`config.mk`:
```
export PLATFORM = sky130hd
export DESIGN_NAME = alu_issue_ctrl
export DESIGN_NICKNAME = d
export VERILOG_FILES = /design/src/rtl/alu_pkg.sv /design/src/rtl/alu_issue_skid.sv /design/src/rtl/alu_issue_ctrl.sv
export SDC_FILE = /design/constraint.sdc
export NUM_CORES = 1
export LEC_CHECK = 0
export CAP_MARGIN = 20
export CORE_ASPECT_RATIO = 0.6
export CORE_UTILIZATION = 49
export CTS_CLUSTER_DIAMETER = 200
export CTS_CLUSTER_SIZE = 12
export DETAILED_ROUTE_END_ITERATION = 6
export PLACE_DENSITY = 0.81
export SYNTH_ARGS = -nofsm -noshare
export SYNTH_HDL_FRONTEND = slang
export SYNTH_SLANG_ARGS = --single-unit
```
`constraint.sdc`:
```
create_clock -name clk -period 6.3 [get_ports clk]
set_clock_uncertainty 0.15 [all_clocks]
set_input_delay 1.26 -clock clk [delete_from_list [all_inputs] [get_ports clk]]
set_output_delay 1.26 -clock clk [all_outputs]
set_load 0.03 [all_outputs]
```
`src/rtl/alu_pkg.sv`:
```
// alu_pkg: constants and types shared by the ALU issue logic and the ALU itself.
//   - ALU control codes (4-bit alu_control)
//   - RV32I opcode and funct7 constants
//   - issue packet carried from decode through the skid buffer to execute
//   - f3_decode: funct3 -> ALU code for the register/immediate integer ops
package alu_pkg;

   localparam int XLEN_P  = 32;
   localparam int RF_AW_P = 5;

   typedef enum logic [3:0] {
      ALU_OR    = 4'b0001,
      ALU_ADD   = 4'b0010,
      ALU_XOR   = 4'b0011,
      ALU_SLL   = 4'b0100,
      ALU_SRL   = 4'b0101,
      ALU_SUB   = 4'b0110,
      ALU_SLTU  = 4'b0111,
      ALU_SRA   = 4'b1000,
      ALU_NOR   = 4'b1100,
      ALU_AND   = 4'b1110,
      ALU_PASSB = 4'b1111
   } alu_ctrl_e;

   localparam logic [6:0] OPC_OP     = 7'b0110011;
   localparam logic [6:0] OPC_OP_IMM = 7'b0010011;
   localparam logic [6:0] OPC_LUI    = 7'b0110111;
   localparam logic [6:0] OPC_AUIPC  = 7'b0010111;
   localparam logic [6:0] OPC_BRANCH = 7'b1100011;

   localparam logic [6:0] F7_BASE = 7'b0000000;
   localparam logic [6:0] F7_ALT  = 7'b0100000;

   typedef struct packed {
      logic [XLEN_P-1:0]  a;
      logic [XLEN_P-1:0]  b;
      logic [3:0]         alu_control;
      logic [RF_AW_P-1:0] rd;
      logic               we;
      logic               illegal;
   } issue_pkt_t;

   typedef struct packed {
      logic       legal;
      logic [3:0] ctrl;
   } f3_res_t;

   // funct3 map for the base (funct7=0) integer ops. SLT (010) has no ALU
   // support and comes back as not legal.
   function automatic f3_res_t f3_decode(input logic [2:0] funct3);
      f3_res_t r;
      r.legal = 1'b1;
      r.ctrl  = ALU_ADD;
      case (funct3)
         3'b000:  r.ctrl = ALU_ADD;
         3'b001:  r.ctrl = ALU_SLL;
         3'b011:  r.ctrl = ALU_SLTU;
         3'b100:  r.ctrl = ALU_XOR;
         3'b101:  r.ctrl = ALU_SRL;
         3'b110:  r.ctrl = ALU_OR;
         3'b111:  r.ctrl = ALU_AND;
         default: r.legal = 1'b0;
      endcase
      return r;
   endfunction

endpackage

```
`src/rtl/alu_issue_skid.sv`:
```
// alu_issue_skid: 2-entry skid buffer (output register + skid register).
// Ports:
//   clk, rst            clock, async active-high reset
//   in_valid/in_ready   upstream handshake; in_ready is registered (= !skid full)
//   in_data[W]          packet in
//   out_valid/out_ready downstream handshake
//   out_data[W]         packet out, held while stalled
module alu_issue_skid #(
   parameter int W = 8
) (
   input  logic         clk,
   input  logic         rst,
   input  logic         in_valid,
   output logic         in_ready,
   input  logic [W-1:0] in_data,
   output logic         out_valid,
   input  logic         out_ready,
   output logic [W-1:0] out_data
);

   logic         or_valid_q, or_valid_d;
   logic [W-1:0] or_data_q,  or_data_d;
   logic         sr_valid_q, sr_valid_d;
   logic [W-1:0] sr_data_q,  sr_data_d;
   logic         in_ready_q, in_ready_d;
   logic         accept, drain;

   assign accept = in_valid & in_ready_q;
   assign drain  = or_valid_q & out_ready;

   always_comb begin
      or_valid_d = or_valid_q;
      or_data_d  = or_data_q;
      sr_valid_d = sr_valid_q;
      sr_data_d  = sr_data_q;
      if (drain) begin
         or_valid_d = 1'b0;
      end
      if (sr_valid_q) begin
         // in_ready is low whenever the skid entry is full, so no accept here
         if (drain) begin
            or_valid_d = 1'b1;
            or_data_d  = sr_data_q;
            sr_valid_d = 1'b0;
         end
      end else if (accept) begin
         if (!or_valid_q || out_ready) begin
            or_valid_d = 1'b1;
            or_data_d  = in_data;
         end else begin
            sr_valid_d = 1'b1;
            sr_data_d  = in_data;
         end
      end
      in_ready_d = !sr_valid_d;
   end

   always_ff @(posedge clk or posedge rst) begin
      if (rst) begin
         or_valid_q <= 1'b0;
         or_data_q  <= '0;
         sr_valid_q <= 1'b0;
         sr_data_q  <= '0;
         in_ready_q <= 1'b0;
      end else begin
         or_valid_q <= or_valid_d;
         or_data_q  <= or_data_d;
         sr_valid_q <= sr_valid_d;
         sr_data_q  <= sr_data_d;
         in_ready_q <= in_ready_d;
      end
   end

   assign in_ready  = in_ready_q;
   assign out_valid = or_valid_q;
   assign out_data  = or_data_q;

endmodule

```
`src/rtl/alu_issue_ctrl.sv`:
```
// alu_issue_ctrl: decodes RV32I ALU-class instructions into ALU control and
// operands, then hands the packet to execute through a 2-entry skid buffer.
// Ports:
//   clk, rst                         clock, async active-high reset
//   in_valid/in_ready                instruction handshake
//   in_instr, in_pc, in_rs1_data, in_rs2_data   instruction and operand values
//   out_valid/out_ready              issue handshake
//   out_a, out_b, out_alu_control, out_rd, out_we, out_illegal   issue packet
//   perf_issued, perf_stall          only with ALU_ISSUE_PERF_EN defined:
//                                    output transfers / stalled cycles (wrap)
module alu_issue_ctrl
   import alu_pkg::*;
#(
   parameter int XLEN  = 32,
   parameter int RF_AW = 5
) (
   input  logic             clk,
   input  logic             rst,
   input  logic             in_valid,
   output logic             in_ready,
   input  logic [31:0]      in_instr,
   input  logic [XLEN-1:0]  in_pc,
   input  logic [XLEN-1:0]  in_rs1_data,
   input  logic [XLEN-1:0]  in_rs2_data,
   output logic             out_valid,
   input  logic             out_ready,
   output logic [XLEN-1:0]  out_a,
   output logic [XLEN-1:0]  out_b,
   output logic [3:0]       out_alu_control,
   output logic [RF_AW-1:0] out_rd,
   output logic             out_we,
   output logic             out_illegal
`ifdef ALU_ISSUE_PERF_EN
   ,
   output logic [31:0]      perf_issued,
   output logic [31:0]      perf_stall
`endif
);

   logic [6:0]  opcode, funct7;
   logic [2:0]  funct3;
   logic [31:0] i_imm, u_imm;
   logic        legal;
   f3_res_t     f3_res;
   issue_pkt_t  dec_pkt, out_pkt;
   logic        unused_rs_idx;

   assign opcode = in_instr[6:0];
   assign funct3 = in_instr[14:12];
   assign funct7 = in_instr[31:25];
   assign i_imm  = {{20{in_instr[31]}}, in_instr[31:20]};
   assign u_imm  = {in_instr[31:12], 12'b0};
   assign f3_res = f3_decode(funct3);

   // Register indices are resolved by the register-file read upstream.
   assign unused_rs_idx = ^in_instr[19:15];

   always_comb begin
      dec_pkt             = '0;
      dec_pkt.alu_control = ALU_ADD;
      dec_pkt.rd          = in_instr[11:7];
      legal               = 1'b0;
      case (opcode)
         OPC_OP: begin
            dec_pkt.a  = in_rs1_data;
            dec_pkt.b  = in_rs2_data;
            dec_pkt.we = 1'b1;
            if (funct7 == F7_BASE) begin
               legal               = f3_res.legal;
               dec_pkt.alu_control = f3_res.ctrl;
            end else if (funct7 == F7_ALT && funct3 == 3'b000) begin
               legal               = 1'b1;
               dec_pkt.alu_control = ALU_SUB;
            end else if (funct7 == F7_ALT && funct3 == 3'b101) begin
               legal               = 1'b1;
               dec_pkt.alu_control = ALU_SRA;
            end
         end
         OPC_OP_IMM: begin
            dec_pkt.a  = in_rs1_data;
            dec_pkt.b  = i_imm;
            dec_pkt.we = 1'b1;
            if (funct3 == 3'b001 || funct3 == 3'b101) begin
               // shifts: upper immediate bits select the shift flavour
               dec_pkt.b = {27'b0, in_instr[24:20]};
               if (funct7 == F7_BASE) begin
                  legal               = 1'b1;
                  dec_pkt.alu_control = f3_res.ctrl;
               end else if (funct7 == F7_ALT && funct3 == 3'b101) begin
                  legal               = 1'b1;
                  dec_pkt.alu_control = ALU_SRA;
               end
            end else begin
               legal               = f3_res.legal;
               dec_pkt.alu_control = f3_res.ctrl;
            end
         end
         OPC_LUI: begin
            legal               = 1'b1;
            dec_pkt.b           = u_imm;
            dec_pkt.alu_control = ALU_PASSB;
            dec_pkt.we          = 1'b1;
         end
         OPC_AUIPC: begin
            legal               = 1'b1;
            dec_pkt.a           = in_pc;
            dec_pkt.b           = u_imm;
            dec_pkt.we          = 1'b1;
         end
         OPC_BRANCH: begin
            // branch compare only; the rd field holds immediate bits
            legal               = (funct3 == 3'b000) || (funct3 == 3'b001);
            dec_pkt.rd          = '0;
            dec_pkt.a           = in_rs1_data;
            dec_pkt.b           = in_rs2_data;
            dec_pkt.alu_control = ALU_SUB;
         end
         default: ;
      endcase
      if (!legal) begin
         dec_pkt.a           = '0;
         dec_pkt.b           = '0;
         dec_pkt.alu_control = ALU_ADD;
         dec_pkt.we          = 1'b0;
      end
      if (dec_pkt.rd == '0) begin
         dec_pkt.we = 1'b0;
      end
      dec_pkt.illegal = !legal;
   end

   alu_issue_skid #(
      .W($bits(issue_pkt_t))
   ) u_skid (
      .clk       (clk),
      .rst       (rst),
      .in_valid  (in_valid),
      .in_ready  (in_ready),
      .in_data   (dec_pkt),
      .out_valid (out_valid),
      .out_ready (out_ready),
      .out_data  (out_pkt)
   );

   assign out_a           = out_pkt.a;
   assign out_b           = out_pkt.b;
   assign out_alu_control = out_pkt.alu_control;
   assign out_rd          = out_pkt.rd;
   assign out_we          = out_pkt.we;
   assign out_illegal     = out_pkt.illegal;

`ifdef ALU_ISSUE_PERF_EN
   logic [31:0] perf_issued_q, perf_stall_q;

   always_ff @(posedge clk or posedge rst) begin
      if (rst) begin
         perf_issued_q <= '0;
         perf_stall_q  <= '0;
      end else begin
         if (out_valid && out_ready) perf_issued_q <= perf_issued_q + 32'd1;
         if (out_valid && !out_ready) perf_stall_q <= perf_stall_q + 32'd1;
      end
   end

   assign perf_issued = perf_issued_q;
   assign perf_stall  = perf_stall_q;
`endif

endmodule

```
## Yosys cells after proc, flatten, opt, wreduce, memory -nomap -nowiden

Cells that the tools add are included.

- Muxes and demuxes: 35
- Equal/unequal tests: 13
- Reduce and logical (&&, ||, !) cells: 20
- Bitwise gates (word level): 4

Operator list:

| cell | number |
|---|---|
| $mux W75 | 4 |
| $pmux W32 S3 | 1 |
| $mux W68 | 1 |
| $pmux W32 S2 | 1 |
| $mux W32 | 1 |
| $pmux W4 S6 | 1 |
| $eq A7 B6 Y1 const B | 3 |
| $mux W4 | 5 |
| $mux W1 | 18 |
| $pmux W4 S4 | 1 |
| $eq A7 B5 Y1 const B | 2 |
| $eq A3 B3 Y1 const B | 4 |
| $eq A7 B7 Y1 const B | 1 |
| $logic_not A7 Y1 | 1 |
| $reduce_or A7 Y1 | 1 |
| $reduce_and A3 Y1 | 2 |
| $logic_not A5 Y1 | 1 |
| $mux W5 | 1 |
| $pmux W1 S4 | 1 |
| $reduce_bool A2 Y1 | 2 |
| $reduce_or A2 Y1 | 2 |
| $reduce_or A4 Y1 | 1 |
| $eq A3 B1 Y1 const B | 1 |
| $eq A3 B2 Y1 const B | 1 |
| 8 further kinds | 15 |

- Register bits after elaboration: 153
- Logic and storage cells: 77

## Depth between registers and ports, before layout

Gate-level depths: netlist of the first run.

- Depth after elaboration: 11
- Depth in mapped cells: 8
- Gate-level depth less buffers: 5

## By module

From an unflattened synthesis of the first run, not the netlist that was laid out.

- Cells, all modules: 641
- Area total of the unflattened synthesis: 8,149.1 µm²

Modules (own cells, without submodules):

| module | instances | cells an instance | area each (µm²) |
|---|---|---|---|
| alu_issue_skid | 1 | 415 | 6,623.9 |
| alu_issue_ctrl | 1 | 226 | 1,525.2 |

## Worst setup path after synthesis of the first run

Ideal clock, no wire load.

- Path type: input to register
- Start point: in in_instr[2]
- End point: reg u_skid.sr_data_q[51]
- Setup time: 0.093 ns
- Stages on the path: 7
- Setup slack: 2.943 ns
- Required time: 6.057 ns
- Path buffers: 2
- Arrival time: 3.114 ns
- Cell sequence: clkbuf_1 or4b_4 or2_1 o311ai_4 nor2_2 buf_6 o31ai_2

- Word-level cells in the longest chain between the ends: 4

RTL lines:

| item | line | text |
|---|---|---|
| start: declaration | alu_issue_ctrl.sv:21 | `input logic [31:0] in_instr,` |
| $eq A7 B5 Y1, or another cell as far along | alu_issue_ctrl.sv:63 | `case (opcode)` |
| $reduce_or A2 Y1 (no source line) / $reduce_or A3 Y1 (equally long branches) | n/a |  |
| $pmux W1 S4 / $pmux W32 S2 (equally long branches) | alu_issue_ctrl.sv:63 |  |
| $mux W68 (*) | alu_issue_ctrl.sv:120 | `if (!legal) begin` |
| end signal: assignment | alu_issue_skid.sv:69 | `sr_data_q <= sr_data_d;` |
| end: declaration | alu_issue_skid.sv:24 | `logic [W-1:0] sr_data_q, sr_data_d;` |

Every way passes the cells marked *; elsewhere a longest branch is shown, timed or not.
A chain may end at the register's enable or synchronous reset.

## Final worst setup path of the first run

- Start point: in in_instr[5]
- End point: reg u_skid.sr_data_q[50]

The elaborated chain is that of the path after synthesis.

==> results of run 1 <==
cells in the mapped netlist, types with 2 or more instances:
cell / number / share of area, %
a21oi_1: 77 / 5.1
nor3_1: 4 / 0.27
nand3b_1: 4 / 0.40
o211ai_1: 5 / 0.50
o21ai_0: 112 / 7.4
and3_1: 67 / 5.6
clkbuf_1: 69 / 3.4
dfrtp_1: 153 / 51
nand2_1: 97 / 4.8
o32ai_1: 2 / 0.23
nor2b_1: 2 / 0.17
o31ai_2: 30 / 5.0
a22o_1: 11 / 1.3
nor4bb_1: 2 / 0.27
nand3_1: 5 / 0.33
nor4b_1: 2 / 0.23
mux2i_1: 3 / 0.40
a22oi_1: 32 / 3.2
nor2_1: 10 / 0.50
buf_6: 3 / 0.45
a221o_1: 20 / 2.7
nand2b_1: 2 / 0.17
a21boi_0: 2 / 0.20
o21a_1: 6 / 0.60
a21o_1: 2 / 0.20
o21ai_1: 31 / 2.1
nand4_1: 2 / 0.17
inv_1: 6 / 0.30
o31ai_1: 6 / 0.60
a31oi_1: 3 / 0.25
buf_2: 4 / 0.27
xor2_1: 2 / 0.23
worst max path at each step:
stage | to | slack (ns) | cells after the start
floorplan | u_skid.in_ready | 0.77 | 1
CTS | u_skid.sr_data_q[68] | 2.11 | 8
detailed placement | u_skid.sr_data_q[68] | 1.73 | 8
global route | u_skid.out_data[46] | 2.34 | 8
global placement | u_skid.sr_data_q[69] | 1.77 | 8
finish | u_skid.sr_data_q[50] | 2.50 | 8
flip-flops by register name, summed over array words and instances, names as in the netlist:
register,flops
u_skid.sr_valid_q,1
u_skid.sr_data_q,75
u_skid.in_ready,1
u_skid.out_valid,1
u_skid.out_data,75
critical path, stage by stage:
cell	delay, ns
clkdlybuf4s50_1	0.56
or4b_4	0.61
or2_1	0.27
o311ai_4	0.26
buf_4	0.38
nor2_4	0.11
buf_12	0.20
o31ai_2	0.28
cell type report:
| cell class | count | area [µm²] | area share (%) |
|---|---|---|---|
| multi-input cells | 555 | 3420 | 32.9 |
| clock inverters | 13 | 194 | 1.87 |
| repair buffers | 224 | 2230 | 21.5 |
| flip-flops and latches | 153 | 3830 | 36.9 |
| inverters | 6 | 27.5 | 0.265 |
| well taps | 198 | 248 | 2.38 |
| clock buffers | 18 | 439 | 4.23 |
power by group:
group | total (mW) | internal (mW) | switching (mW)
sequential | 1.07 | 1.04 | 0.0352
combinational | 0.688 | 0.207 | 0.481
clock | 1.10 | 0.678 | 0.424
total | 2.86 | 1.92 | 0.940
per-layer routing:
| metal | global-route usage (%) | routed length, µm | up-vias |
|---|---|---|---|
| li1 | - | - | 3239 |
| met4 | 4.35 | 87 | 0 |
| met2 | 43.6 | 10100 | 274 |
| met3 | 6.20 | 1600 | 8 |
| met1 | 43.6 | 10400 | 3394 |
| met5 | 0 | 0 | - |
cell families (layout without fill, tap and decap cells):
group / count (synthesis) / in the layout
AND/OR/NAND/NOR: 205 / 205
multiplexers: 3 / 3
XOR/XNOR: 3 / 3
buffers and inverters: 83 / 261
flip-flops: 153 / 153
AO/OA/AOI/OAI: 344 / 344
stage by stage:
stage | hold WS (ns) | std cells | total power [mW]
floorplan | 0.291 | 791 | 1.48
global placement | 0.303 | 1134 | 1.76
finish | 0.325 | 1167 | 2.86
global route | 0.349 | 1167 | 2.98
detailed placement | 0.314 | 1134 | 1.77
CTS | 0.327 | 1165 | 2.87
==> run metrics, run 1 <==
core area=14800 µm²; Worst Path Max Fanout=37; Avg Inst Size Synth=9.53 µm²; Die Y=98.1 µm; Post-Synth XOR/XNOR Area=0.349%; min setup slack post-route=2.50 ns; Setup crit start kind=input port; Via density=5.93; multiplexer area fraction after synthesis=0.398%; grt ovf=0; Hold Path Origin=u_skid.sr_data_q[72]; Longest Clk Path Bufs=2; Synth Register Bits=153; RSZ-0062 raised after global routing=false; register area share after synthesis=50.8%; Pleak=4.43 nW; clk_lat worst skew=0.41 ns; most common cell after layout, fill and taps aside=clkdlybuf4s50_1; YS warnings=0; dpl cell area=9710 µm²; status=finished with violations; Final Hold Fails=0; Util after Layout=70.4%; Post-Synthesis Cell Area=7540 µm²; fin crit share=60.4%; vias in the first global route=6670; std cell rows=34; failing checks=design-rule violations; Crit. End Element=flip-flop; cell count after synthesis=791; initial DRC count=603; I/O Buffers=208; final WL=22.2 mm; post-synthesis adder-cell area fraction=0%; commonest non-fill, non-tap cells in the layout=clkdlybuf4s50_1 (208), dfrtp_1 (152), o21ai_0 (112), nand2_1 (97), a21oi_1 (75); worst-case vdd ir drop=0.304 mV; ratio of cells with drive above 1 in the final layout=9.49%; Layout area overhead=37.9%; Die X=162 µm; simple logic cell fraction of the synthesized area=13.9%; largest net degree at the start of global routing=92; Worst slew margin=36.8%; Die ar.=15900 µm²; antenna viol nets, final=0; first-pass GRT wire length=35.9 mm; hold_buf cts=0; largest family of logic cells by synthesized area=compound AO/OA/AOI/OAI gates; Final Net Count=1089; CTS Buf Count=17; post_cts resized=0; Finished Cell Area=10400 µm²; Unique masters post-synth=47; vias=6915; setup bufs post-CTS=0; worst r2r src=u_skid.sr_valid_q; Clock Tree Root=clkbuf_16; Hold/Removal Path Class=flip-flop to flip-flop; R2R Path End=u_skid.out_data[55]; measured slew at the worst slew-check pin=0.948 ns; Ports=209; Post-synth EDFFs=0; drt wl/cell=19.0 µm; pwr/cell area=275 nW/µm²; worst hold path depth=2; Hold Path End=u_skid.sr_data_q[72]; initial antenna violation count=0; Initial Util=51.1%; max_cap viols=0; Syn Nets=923; Tmin final=3.80 ns; Critical path origin=in_instr[5]; pre-CTS setup slack=1.73 ns; worst reg-to-reg setup slack=3.56 ns; setup TNS=0 ns; Final setup viols=0; Tot GR Track Use=28.9%; Synth Area in Compound Gates=30.1%; top_reg_cell synth=dfrtp_1; Req. time, crit path=6.46 ns; # clock sinks=153; drt pass-1 iters=7; arrival time worst endpoint=3.96 ns; CTS tree=built; Diodes inserted=0; residual DRC count=1; Final Slew Violations=0; fmax=0.263 GHz; H-tree Lvls=4; R2R cell count=7; fillcell total=1126; Clock Pin Slew Worst Setup and Hold Paths=0.06 ns; critical path class=input port to flip-flop; RePlAce Congestion=0.928; DPL Wire Length=14.3 mm; Async SR Flop Fraction=100%
Power figures use the tool's default switching activity.
==> run 2: changes to the inputs <==
- clock period: 6.3 -> 3.85 ns (I/O delays scaled with it)
==> run metrics, run 2 (synthesized netlist as in run 1, its figures left out) <==
Clock Tree Root=clkbuf_16 (unchanged); vias=7024 (was 6915); Final Slew Violations=0 (unchanged); Reg area=3830 µm² (unchanged); RePlAce Congestion=0.901 (was 0.928); Final Net Count=1101 (was 1089); area taken by multi-input logic gates=3420 µm² (unchanged); final WL=22.9 mm (was 22.2 mm); residual DRC count=0 (was 1); I/O Buffers=208 (unchanged); Crit. End Element=flip-flop (unchanged); core area=14800 µm² (unchanged); Req. time, crit path=3.99 ns (was 6.46 ns); dpl cell area=9880 µm² (was 9710 µm²); Hold Path Origin=u_skid.sr_data_q[48] (was u_skid.sr_data_q[72]); drt pass-1 iters=5 (was 7); Critical Path, Cell by Cell=clkdlybuf4s50_1 -> or4b_4 -> or2_1 -> o311ai_4 -> buf_4 -> o21ai_2 -> buf_12 -> o21ai_0 (was clkdlybuf4s50_1 -> or4b_4 -> or2_1 -> o311ai_4 -> buf_4 -> nor2_4 -> buf_12 -> o31ai_2); first-pass GRT wire length=36.8 mm (was 35.9 mm); Tmin final=3.45 ns; pwr/cell area=445 nW/µm² (was 275 nW/µm²); Pleak=4.49 nW (was 4.43 nW); Crit path largest cell delay=0.59 ns (was 0.61 ns); post_cts resized=0 (unchanged); most common cell after layout, fill and taps aside=clkdlybuf4s50_1 (unchanged); initial DRC count=770 (was 603); slowest CP cell=or4b_4 (unchanged); max_cap viols=0 (unchanged); critical path class=input port to flip-flop (unchanged); H-tree Lvls=4 (unchanged); R2R Path End=u_skid.out_data[53] (was u_skid.out_data[55]); Longest Clk Path Bufs=2 (unchanged); ratio of cells with drive above 1 in the final layout=10.5% (was 9.49%); Clock Pin Slew Worst Setup and Hold Paths=0.06 ns (about the same); worst-case vdd ir drop=0.336 mV (was 0.304 mV); Worst Path Buf+Inv=3 (unchanged); Hold/Removal Path Class=flip-flop to flip-flop (unchanged); top cell family by delay on the critical path=buffers and inverters (unchanged); fmax=0.290 GHz; Via density=5.95 (was 5.93); drt wl/cell=19.4 µm (was 19.0 µm); R2R cell count=6 (was 7); hold_buf cts=0 (unchanged); # clock sinks=153 (unchanged); fillcell total=1109 (was 1126); Hold Path End=u_skid.sr_data_q[48] (was u_skid.sr_data_q[72]); Layout area overhead=39.2% (was 37.9%); Initial Util=51.1% (unchanged); std cell rows=34 (unchanged); worst r2r src=u_skid.sr_valid_q (unchanged); CTS tree=built (unchanged); Die ar.=15900 µm² (unchanged); arrival time worst endpoint=3.60 ns (was 3.96 ns); fin cells=1180 (was 1167); worst hold slack=0.321 ns (was 0.325 ns); measured slew at the worst slew-check pin=0.888 ns (was 0.948 ns); antenna viol nets, final=0 (unchanged); worst reg-to-reg setup slack=0.96 ns (was 3.56 ns); Finished Cell Area=10500 µm² (was 10400 µm²); Tot GR Track Use=29.8% (was 28.9%); DPL Wire Length=15.5 mm (was 14.3 mm); CTS Buf Count=17 (unchanged); setup bufs post-CTS=0 (unchanged); Final Power=4.67 mW (was 2.86 mW); grt ovf=0 (unchanged); worst hold path depth=2 (unchanged); Worst slew margin=39.9% (was 36.8%); Final Hold Fails=0 (unchanged); placed cells=1148 (was 1134); commonest non-fill, non-tap cells in the layout=clkdlybuf4s50_1 (208), dfrtp_1 (152), o21ai_0 (112), nand2_1 (97), a21oi_1 (75) (unchanged); initial antenna violation count=1 (was 0); Setup crit start kind=input port (unchanged); status=finished clean (was finished with violations); Die Y=98.1 µm (unchanged); Final setup viols=0 (unchanged); Ports=209 (unchanged); clk_lat worst skew=0.41 ns (about the same); Worst Path Max Fanout=36 (was 37); vias in the first global route=6780 (was 6670); largest net degree at the start of global routing=77 (was 92); Die X=162 µm (unchanged); fin crit share=89.7%; RSZ-0062 raised after global routing=false (unchanged)
## run 2: cell count changes in the layout (fill, tap and decap cells not counted)
cell | previous run | this run
bufinv_16 | 4 | 3
clkbuf_1 | 0 | 1
buf_16 | 1 | 0
buf_12 | 1 | 5
inv_6 | 4 | 2
clkinvlp_4 | 1 | 3
clkinv_2 | 1 | 0
clkinv_4 | 4 | 5
diode_2 | 0 | 1
buf_4 | 14 | 23
## run 2: where the power goes
part | switching, mW | leakage [nW] | internal [mW]
combinational | 0.769 | 2.11 | 0.368
sequential | 0.103 | 2.09 | 1.69
clock | 0.686 | 0.290 | 1.04
## run 2: worst max path at each step
| stage | to | startpoint | depth (start not counted) |
|---|---|---|---|
| after floorplan | u_skid.sr_data_q[51] | in_instr[2] | 7 |
| after global placement | u_skid.out_data[64] | in_instr[6] | 8 |
| after detailed placement | u_skid.out_data[53] | in_instr[6] | 8 |
| after CTS | u_skid.out_data[53] | in_instr[6] | 8 |
| after global routing | u_skid.out_data[53] | in_instr[6] | 8 |
| final | u_skid.out_data[53] | in_instr[6] | 8 |
## run 2: worst register-to-register path: stages (launching register included)
cell and delay [ns]:
dfrtp_2 0.69, or2_2 0.47, a21o_2 0.40, nor2_1 0.34, o21ai_2 0.25, buf_12 0.23, o21ai_0 0.25
## run 2: final cells by class
class / instances / share of cell area [%]
diodes: 1 / 0.0239
well taps: 198 / 2.36
inverters: 6 / 0.250
clock inverters: 12 / 1.59
repair buffers: 236 / 22.4
multi-input cells: 555 / 32.6
flip-flops and latches: 153 / 36.5
clock buffers: 19 / 4.22
## run 2: routing by layer
layer	share of wire (%)	vias to the layer above	GRT usage [%]	wire, µm
met1	46	3418	44.3	10600
met4	1.1	0	7.11	258
met5	0	-	0	0
met2	45	306	43.6	10300
met3	8.0	29	7.14	1840
li1	-	3271	-	-
## run 2: per-stage QoR
step / setup TNS [ns] / util [%] / worst slack (ns)
4_1_cts: 0 / 71.0 / 0.420
5_1_grt: 0 / 71.1 / 0.275
2_1_floorplan: 0 / - / 0.983
6_report: 0 / 71.1 / 0.398
3_3_place_gp: 0 / 66.8 / 0.187
3_5_place_dp: -0.0216 / 66.9 / -0.0216
==> run 3: changes to the inputs <==
- CORE_UTILIZATION: 49 -> 45
- CTS_BUF_LIST: unset -> sky130_fd_sc_hd__clkbuf_4 sky130_fd_sc_hd__clkbuf_8
- PLACE_DENSITY: 0.81 -> 0.76
==> run metrics, run 3 (synthesized netlist as in run 1, its figures left out) <==
min setup slack post-route=0.730 ns (was 0.398 ns); ratio of cells with drive above 1 in the final layout=10.3% (was 10.5%); pre-CTS setup slack=0.301 ns (was -0.0216 ns); Diodes inserted=0 (was 1); Die X=169 µm (was 162 µm); placed cells=1174 (was 1148); Die Y=102 µm (was 98.1 µm); arrival time worst endpoint=3.30 ns (was 3.60 ns); first-pass GRT wire length=35.3 mm (was 36.8 mm); H-tree Lvls=4 (unchanged); RePlAce Congestion=0.895 (was 0.901); Final setup viols=0 (unchanged); fin cells=1206 (was 1180); std cell rows=36 (was 34); grt ovf=0 (unchanged); Clock Pin Slew Worst Setup and Hold Paths=0.08 ns (was 0.06 ns); Die ar.=17300 µm² (was 15900 µm²); final WL=22.2 mm (was 22.9 mm); drt pass-1 iters=7 (was 5); initial antenna violation count=0 (was 1); core area=16300 µm² (was 14800 µm²); # clock sinks=153 (unchanged); hold_buf cts=0 (unchanged); antenna viol nets, final=0 (unchanged); residual DRC count=0 (unchanged); fin crit share=81.0% (was 89.7%); Tot GR Track Use=26.4% (was 29.8%); Pleak=4.39 nW (was 4.49 nW); CTS Buf Count=17 (unchanged); Util after Layout=63.4% (was 71.1%); Hold/Removal Path Class=flip-flop to flip-flop (unchanged); Crit. End Element=flip-flop (unchanged); Hold Path Origin=u_skid.sr_data_q[1] (was u_skid.sr_data_q[48]); CTS tree=built (unchanged); worst reg-to-reg setup slack=1.36 ns (was 0.96 ns); Worst slew margin=43.2% (was 39.9%); drt wl/cell=18.4 µm (was 19.4 µm); I/O Buffers=208 (unchanged); Req. time, crit path=4.03 ns (was 3.99 ns); setup TNS=0 ns (unchanged); measured slew at the worst slew-check pin=0.851 ns (was 0.888 ns); largest net degree at the start of global routing=154 (was 77); commonest non-fill, non-tap cells in the layout=clkdlybuf4s50_1 (208), dfrtp_1 (152), o21ai_0 (112), nand2_1 (97), a21oi_1 (75) (unchanged); vias=6867 (was 7024); Final Hold Fails=0 (unchanged); max_cap viols=0 (unchanged); Via density=5.69 (was 5.95); pwr/cell area=418 nW/µm² (was 445 nW/µm²); critical path class=input port to flip-flop (unchanged); Longest Clk Path Bufs=2 (unchanged); Clock Tree Root=clkbuf_8 (was clkbuf_16); vias in the first global route=6412 (was 6780); status=finished clean (unchanged); Final Net Count=1097 (was 1101); R2R Path End=u_skid.out_data[41] (was u_skid.out_data[53]); setup bufs post-CTS=0 (unchanged); post_cts resized=0 (unchanged); Final Slew Violations=0 (unchanged); fmax=0.320 GHz (was 0.290 GHz); initial DRC count=762 (was 770); worst hold path depth=2 (unchanged); Setup crit start kind=input port (unchanged); Hold Path End=u_skid.sr_data_q[1] (was u_skid.sr_data_q[48]); fillcell total=1385 (was 1109); most common cell after layout, fill and taps aside=clkdlybuf4s50_1 (unchanged); Layout area overhead=37.0% (was 39.2%); Worst Path Max Fanout=33 (was 36); RSZ-0062 raised after global routing=false (unchanged); worst hold slack=0.323 ns (was 0.321 ns); DPL Wire Length=14.9 mm (was 15.5 mm); Tmin final=3.12 ns (was 3.45 ns); worst r2r src=u_skid.sr_valid_q (unchanged); worst-case vdd ir drop=0.352 mV (was 0.336 mV); R2R cell count=5 (was 6); Critical path origin=in_instr[6] (unchanged); Initial Util=46.2% (was 51.1%); Ports=209 (unchanged); clk_lat worst skew=0.43 ns (was 0.41 ns)
==> run 3: changes by cell type in the layout (fill, tap and decap cells not counted), moves of 3 or more <==
cell       before  now
buf_4          23   19
clkbuf_16      17    0
clkbuf_8        1   17
clkinv_4        5    1
clkbuf_4        0    3
==> run 3: worst max path at each step <==
stage / endpoint / slack [ns] / depth (start not counted)
3_3_place_gp: u_skid.sr_data_q[55] / 0.40 / 7
4_1_cts: u_skid.sr_data_q[72] / 0.76 / 7
5_1_grt: u_skid.sr_data_q[46] / 0.69 / 7
6_report: u_skid.sr_data_q[46] / 0.73 / 7
2_1_floorplan: u_skid.sr_data_q[51] / 0.98 / 7
3_5_place_dp: u_skid.sr_data_q[72] / 0.30 / 7
==> run 3: area by class of cell <==
| cell class | count | area, µm² | share of cell area [%] |
|---|---|---|---|
| inverter | 6 | 26.3 | 0.254 |
| timing repair buffer | 232 | 2320 | 22.5 |
| multi-input combinational | 555 | 3420 | 33.1 |
| clock inverter | 12 | 189 | 1.83 |
| tap | 228 | 285 | 2.76 |
| clock buffer | 20 | 256 | 2.48 |
| sequential | 153 | 3830 | 37.1 |
==> run 3: power by group <==
part           internal [mW]  switching (mW)  total [mW]  leakage, nW
Combinational          0.386           0.768        1.15         2.08
Sequential              1.69          0.0867        1.78         2.09
Clock                  0.741           0.646        1.39        0.217
==> run 3: per-stage QoR <==
| stage | instance area [µm²] | power, mW |
|---|---|---|
| after floorplan | 7540 | 2.43 |
| after global routing | 10300 | 4.52 |
| after detailed placement | 9890 | 2.96 |
| after global placement | 9890 | 2.95 |
| after CTS | 10300 | 4.35 |
| final | 10300 | 4.32 |
==> run 3: critical path, stage by stage <==
cell	delay (ns)
clkdlybuf4s50_1	0.48
or4b_4	0.59
or2_1	0.28
o311ai_4	0.50
nor2_4	0.03
buf_4	0.30
o31ai_2	0.32
==> run 3: layer usage <==
metal  GRT usage [%]  routed length (µm)  vias to the layer above
li1                -                   -                     3255
met1            40.2               10700                     3344
met2            38.6                9630                      254
met3            6.12                1680                       14
met4            4.30                 138                        0
met5               0                   0                        -
